$ cat src/rtl/db_arbiter.sv
// Two-master round-robin arbiter for the shared memory data bus. The grant moves
// only at transfer boundaries, with a per-owner burst limit and a slave ready-timeout abort.
module db_arbiter #(
  parameter int unsigned MAX_BURST = 4,
  parameter int unsigned TIMEOUT   = 16
) (
  input  logic        clk,
  input  logic        res,
  input  logic [1:0]  m0_accessType,
  input  logic [31:0] m0_addr,
  input  logic [31:0] m0_dataOut,
  output logic        m0_ready,
  output logic        m0_err,
  output logic [31:0] m0_dataIn,
  input  logic [1:0]  m1_accessType,
  input  logic [31:0] m1_addr,
  input  logic [31:0] m1_dataOut,
  output logic        m1_ready,
  output logic        m1_err,
  output logic [31:0] m1_dataIn,
  output logic [1:0]  s_accessType,
  output logic [31:0] s_addr,
  output logic [31:0] s_dataOut,
  input  logic        s_ready,
  input  logic [31:0] s_dataIn,
  output logic [1:0]  grant
);

  localparam int unsigned BEAT_W = 8;
  localparam int unsigned TO_W   = 16;
  localparam logic [1:0]        ACC_NONE  = 2'b00;
  localparam logic [TO_W-1:0]   TO_LAST   = TO_W'(TIMEOUT - 1);
  localparam logic [BEAT_W:0]   BURST_LIM = (BEAT_W + 1)'(MAX_BURST);

  typedef enum logic [1:0] {
    ST_IDLE = 2'd0,
    ST_OWN0 = 2'd1,
    ST_OWN1 = 2'd2
  } state_e;

  state_e              state_q, state_d;
  logic                last_q, last_d;
  logic [BEAT_W-1:0]   beat_q, beat_d;
  logic [TO_W-1:0]     to_q, to_d;
  logic [1:0]          err_q, err_d;
  logic [1:0]          grant_q, grant_d;

  logic                req0, req1;
  logic                own_req, oth_req, cmpl;
  state_e              oth_state;
  logic [BEAT_W:0]     beat_inc;

  assign req0 = (m0_accessType != ACC_NONE);
  assign req1 = (m1_accessType != ACC_NONE);

  // Tie-break: when both request, the master that did not own last wins.
  function automatic state_e arbitrate(input logic r0, input logic r1, input logic last);
    if (r0 && r1) return last ? ST_OWN0 : ST_OWN1;
    else if (r0)  return ST_OWN0;
    else if (r1)  return ST_OWN1;
    else          return ST_IDLE;
  endfunction

  // State register
  always_ff @(posedge clk) begin
    if (res) begin
      state_q <= ST_IDLE;
      last_q  <= 1'b1;
      beat_q  <= '0;
      to_q    <= '0;
      err_q   <= '0;
      grant_q <= '0;
    end else begin
      state_q <= state_d;
      last_q  <= last_d;
      beat_q  <= beat_d;
      to_q    <= to_d;
      err_q   <= err_d;
      grant_q <= grant_d;
    end
  end

  // Next-state, burst and timeout bookkeeping
  always_comb begin
    state_d   = state_q;
    last_d    = last_q;
    beat_d    = beat_q;
    to_d      = to_q;
    err_d     = '0;
    own_req   = 1'b0;
    oth_req   = 1'b0;
    oth_state = ST_IDLE;
    beat_inc  = {1'b0, beat_q} + (BEAT_W + 1)'(1);

    unique case (state_q)
      ST_OWN0: begin
        own_req   = req0;
        oth_req   = req1;
        oth_state = ST_OWN1;
      end
      ST_OWN1: begin
        own_req   = req1;
        oth_req   = req0;
        oth_state = ST_OWN0;
      end
      default: begin
      end
    endcase
    cmpl = own_req && s_ready;

    if (state_q == ST_IDLE || !own_req) begin
      state_d = arbitrate(req0, req1, last_q);
    end else if (cmpl) begin
      if (beat_inc < BURST_LIM || !oth_req) state_d = state_q;
      else                                   state_d = oth_state;
    end else if (to_q == TO_LAST) begin
      // Completion above takes priority, so an abort never coincides with ready.
      state_d = oth_req ? oth_state : ST_IDLE;
      err_d   = (state_q == ST_OWN0) ? 2'b01 : 2'b10;
    end

    if (state_d == ST_IDLE || state_d != state_q) begin
      beat_d = '0;
      to_d   = '0;
    end else if (cmpl) begin
      beat_d = (beat_q == '1) ? beat_q : beat_inc[BEAT_W-1:0];
      to_d   = '0;
    end else if (own_req) begin
      to_d = to_q + TO_W'(1);
    end

    if (state_d != state_q && state_d != ST_IDLE) last_d = (state_d == ST_OWN1);
    grant_d = {state_d == ST_OWN1, state_d == ST_OWN0};
  end

  // Slave mux and per-master ready, decoded from the current owner
  always_comb begin
    s_accessType = ACC_NONE;
    s_addr       = '0;
    s_dataOut    = '0;
    m0_ready     = 1'b0;
    m1_ready     = 1'b0;
    unique case (state_q)
      ST_OWN0: begin
        s_accessType = m0_accessType;
        s_addr       = m0_addr;
        s_dataOut    = m0_dataOut;
        m0_ready     = s_ready && req0;
      end
      ST_OWN1: begin
        s_accessType = m1_accessType;
        s_addr       = m1_addr;
        s_dataOut    = m1_dataOut;
        m1_ready     = s_ready && req1;
      end
      default: begin
      end
    endcase
  end

  assign grant     = grant_q;
  assign m0_err    = err_q[0];
  assign m1_err    = err_q[1];
  assign m0_dataIn = s_dataIn;
  assign m1_dataIn = s_dataIn;

endmodule

$ cat config.mk
export PLATFORM = sky130hd
export DESIGN_NAME = db_arbiter
export DESIGN_NICKNAME = d
export VERILOG_FILES = /design/src/rtl/db_arbiter.sv
export SDC_FILE = /design/constraint.sdc
export NUM_CORES = 1
export LEC_CHECK = 0
export BUFFER_PORTS_ARGS = -buffer_cell sky130_fd_sc_hd__buf_4
export CAP_MARGIN = 20
export CORE_AREA = 2 2 117 119
export CTS_CLUSTER_SIZE = 10
export DETAILED_ROUTE_END_ITERATION = 16
export DIE_AREA = 0 0 119 121
export SYNTH_ARGS = -nofsm -noshare
export SYNTH_HDL_FRONTEND = slang
export SYNTH_SLANG_ARGS = --single-unit
export TNS_END_PERCENT = 5
$ cat constraint.sdc
create_clock -name clk -period 2.8 [get_ports clk]
set_clock_uncertainty 0.15 [all_clocks]
set_input_delay 0.42 -clock clk [delete_from_list [all_inputs] [get_ports clk]]
set_output_delay 0.42 -clock clk [all_outputs]
set_load 0.03 [all_outputs]
==> impl_metrics.json <==
{
  "setup_violations": 0,
  "final_nets": 743,
  "post_drt_wl_per_cell_um": 15.7,
  "grt_pass1_vias": 3583,
  "post-place-cells": 738,
  "ys_warn_count": 0,
  "grt_pass1_wl_mm": 17.8,
  "fin_crit_sh": 0.976,
  "finalWorstSetupSlack_ns": 0.0684,
  "area_growth_pct": 48.5,
  "pwr-share-clk": 0.266,
  "syn_area_per_cell_um2": 7.70,
  "finalHoldViolations": 0,
  "r2r_start": "state_q[1]",
  "p_sw_frac": 0.386,
  "fmax_mhz": 366,
  "synth_top_area_cell": "dfxtp_1",
  "slew_violations": 0,
  "worst_setup_path_end_kind": "flip-flop",
  "cts_tree": "built",
  "path_cells": "inv_1 > buf_4 > ha_2 > o21ai_4 > a21bo_2 > a31oi_1 > a21oi_1 > a211oi_2 > buf_4 > a31oi_4 > a2111oi_4",
  "wirelength_mm": 11.7,
  "required_ns": 2.83,
  "pwr-share-comb": 0.538,
  "critPathLaunch": "state_q[1]",
  "track_usage": 0.152,
  "io_buffers": 206,
  "synth_ff_type": "dfxtp_1",
  "slowest_stage": "a2111oi_4",
  "diodes": 0,
  "leakage_nw": 1.99,
  "synth.cell_area_mm2": 0.00327,
  "stdcell_count": 747,
  "dp_slack_ns": -0.0924,
  "ys_top_cells_by_area": "dfxtp_1, a22oi_1, buf_4, nor2b_1, xor2_1",
  "overflow": 0,
  "syn-num-nets": 598,
  "coreArea_mm2": 0.0131,
  "cp.arrival_ns": 2.76,
  "yosys.area.top_type_share": 0.190,
  "min_period_ns": 2.73,
  "path_class": "reg2reg",
  "maxCapViolations": 0,
  "seq_power_share": 0.196,
  "switching_power_mw": 0.915,
  "max-slew-margin-rel": 0.687,
  "vias_per_cell": 4.83,
  "hp-class": "in2reg",
  "synthTopCellsByCount": "nor2b_1, a22oi_1, buf_4, dfxtp_1, nor2_1",
  "gp_congestion": 0.851,
  "die_area_mm2": 0.0144,
  "io_pins": 303,
  "root_buffer": "clkbuf_16",
  "die_w_um": 119,
  "cts_hold_buf": 0,
  "antenna_found_initial": 0,
  "worst_pin_slew_ns": 0.469,
  "status": "completed",
  "grt_max_degree": 63,
  "numCtsBuffers": 5,
  "initial_core_util": 0.250,
  "drc": 0,
  "power_density_mw_per_mm2": 488,
  "r2r_cells": 11,
  "drive_above_1_share": 0.462,
  "yosysMostFrequentCell": "nor2b_1",
  "clock_path_buffers": 2,
  "row_count": 42,
  "syn_inst": 425,
  "postPlaceCellArea_mm2": 0.00464,
  "synth-seq-cells": 31,
  "hpwl_mm": 9.50,
  "worstReg2RegEnd": "to_q[0]",
  "num-fill-cells": 1345,
  "multi_input_area_mm2": 0.00209,
  "async_flop_share": 0,
  "rsz0062_at_grt": "true",
  "synth_cell_types": 54,
  "synth-edff-count": 0,
  "dr.pass1.iters": 4,
  "ant_nets": 0,
  "synth_seq_area_share": 0.190,
  "htreeDepth": 2,
  "cpMostUsedCell": "buf_4",
  "reg2reg_slack_ns": 0.07,
  "p_int_mw": 1.46,
  "cp_max_fo": 10,
  "via_count": 3606,
  "path_clk_slew_ns": 0.05,
  "cp-endpoint": "to_q[0]",
  "regArea_um2": 624,
  "slowest_delay_ns": 0.35,
  "design_area_mm2": 0.00486,
  "die_h_um": 121,
  "ir_drop_mv": 0.198,
  "drt_iter0_drc": 185,
  "clock_sinks": 31,
  "start_kind": "flip-flop",
  "clkLatencyLatePin_ns": 0.28
}
## worst min path at each step
stage,startpoint,cells after the start,endpoint,slack [ns]
floorplan,to_q[15],2,to_q[15],0.32
global placement,to_q[15],2,to_q[15],0.34
detailed placement,to_q[15],2,to_q[15],0.34
CTS,res,2,to_q[0],0.32
global route,res,2,to_q[0],0.33
finish,res,2,to_q[0],0.32
## area by class of cell
type	count	area share
sequential	31	0.128
clock inverter	2	0.00721
clock buffer	6	0.0286
timing repair buffer	228	0.357
inverter	6	0.00463
multi-input combinational	298	0.429
tap	176	0.0453
## placed cells by master (no fill, tap or decap), types with 2 or more instances in the layout
| cell | instances |
|---|---|
| nor3b_1 | 3 |
| mux2i_1 | 2 |
| nand2_1 | 15 |
| a22oi_1 | 66 |
| xnor2_1 | 6 |
| nand2b_1 | 2 |
| and3_1 | 2 |
| nor2_1 | 29 |
| nor3_2 | 2 |
| o21ai_0 | 5 |
| a2111oi_2 | 2 |
| ha_2 | 4 |
| o21ai_4 | 2 |
| nand4_1 | 8 |
| xor2_1 | 13 |
| a31oi_1 | 2 |
| ha_1 | 2 |
| dfxtp_2 | 3 |
| nand3_1 | 11 |
| buf_4 | 225 |
| nor2b_1 | 67 |
| a31o_1 | 2 |
| or3_1 | 3 |
| dfxtp_1 | 28 |
| nor4_1 | 3 |
| and2_1 | 3 |
| or4_1 | 2 |
| clkbuf_16 | 5 |
| a21bo_2 | 2 |
| a21oi_1 | 5 |
| nor3_1 | 9 |
| inv_1 | 6 |
## state kept, by name (all words and copies together) (netlist names)
signal	count
state_q	2
grant	2
last_q	1
to_q	16
beat_q	8
err_q	2
## cell families (layout without fill, tap and decap cells)
group,after synthesis,count (layout),share of synthesized area
flip-flops,31,31,0.190
AND/OR/NAND/NOR,166,166,0.284
adder cells (fa/ha/maj),6,6,0.0229
AO/OA/AOI/OAI,105,105,0.261
multiplexers,2,2,0.00611
buffers and inverters,96,242,0.186
XOR/XNOR,19,19,0.0508
## power groups by stage
stage          clock network (mW)  registers (mW)  logic (mW)
2_1_floorplan                   0           0.487       0.908
3_3_place_gp                    0           0.473        1.25
3_5_place_dp                    0           0.474        1.26
4_1_cts                     0.645           0.464        1.27
5_1_grt                     0.668           0.466        1.37
6_report                    0.631           0.465        1.28
## stage by stage
step | hold slack, ns | utilization | total power [mW] | setup TNS [ns]
3_5_place_dp | 0.344 | 0.354 | 1.74 | -0.754
3_3_place_gp | 0.339 | 0.354 | 1.72 | 0
5_1_grt | 0.334 | 0.372 | 2.50 | -0.142
4_1_cts | 0.322 | 0.369 | 2.38 | 0
6_report | 0.322 | 0.372 | 2.37 | 0
2_1_floorplan | 0.322 | - | 1.40 | -0.123
## critical path, delay by kind of cell (launching register included)
family                     cells  cell delay (ns)
AOI/OAI and AO/OA              7             1.46
adders and majority gates      1             0.29
buffers and inverters          3             0.41
DFF                            1             0.31
## routing by layer
| metal | GRT usage | vias up | share of wire |
|---|---|---|---|
| met3 | 0.0362 | 40 | 0.071 |
| li1 | - | 1737 | - |
| met2 | 0.242 | 166 | 0.46 |
| met4 | 0.0603 | 0 | 0.029 |
| met5 | 0 | - | 0 |
| met1 | 0.198 | 1663 | 0.44 |
## repair_timing
item                                    CTS  global route
pin swaps                                 1             2
hold endpoints to repair                  0             0
buffers inserted                          1             0
resized for setup                         3            10
endpoints found under the setup margin   26            18
Power figures use the tool's default switching activity.
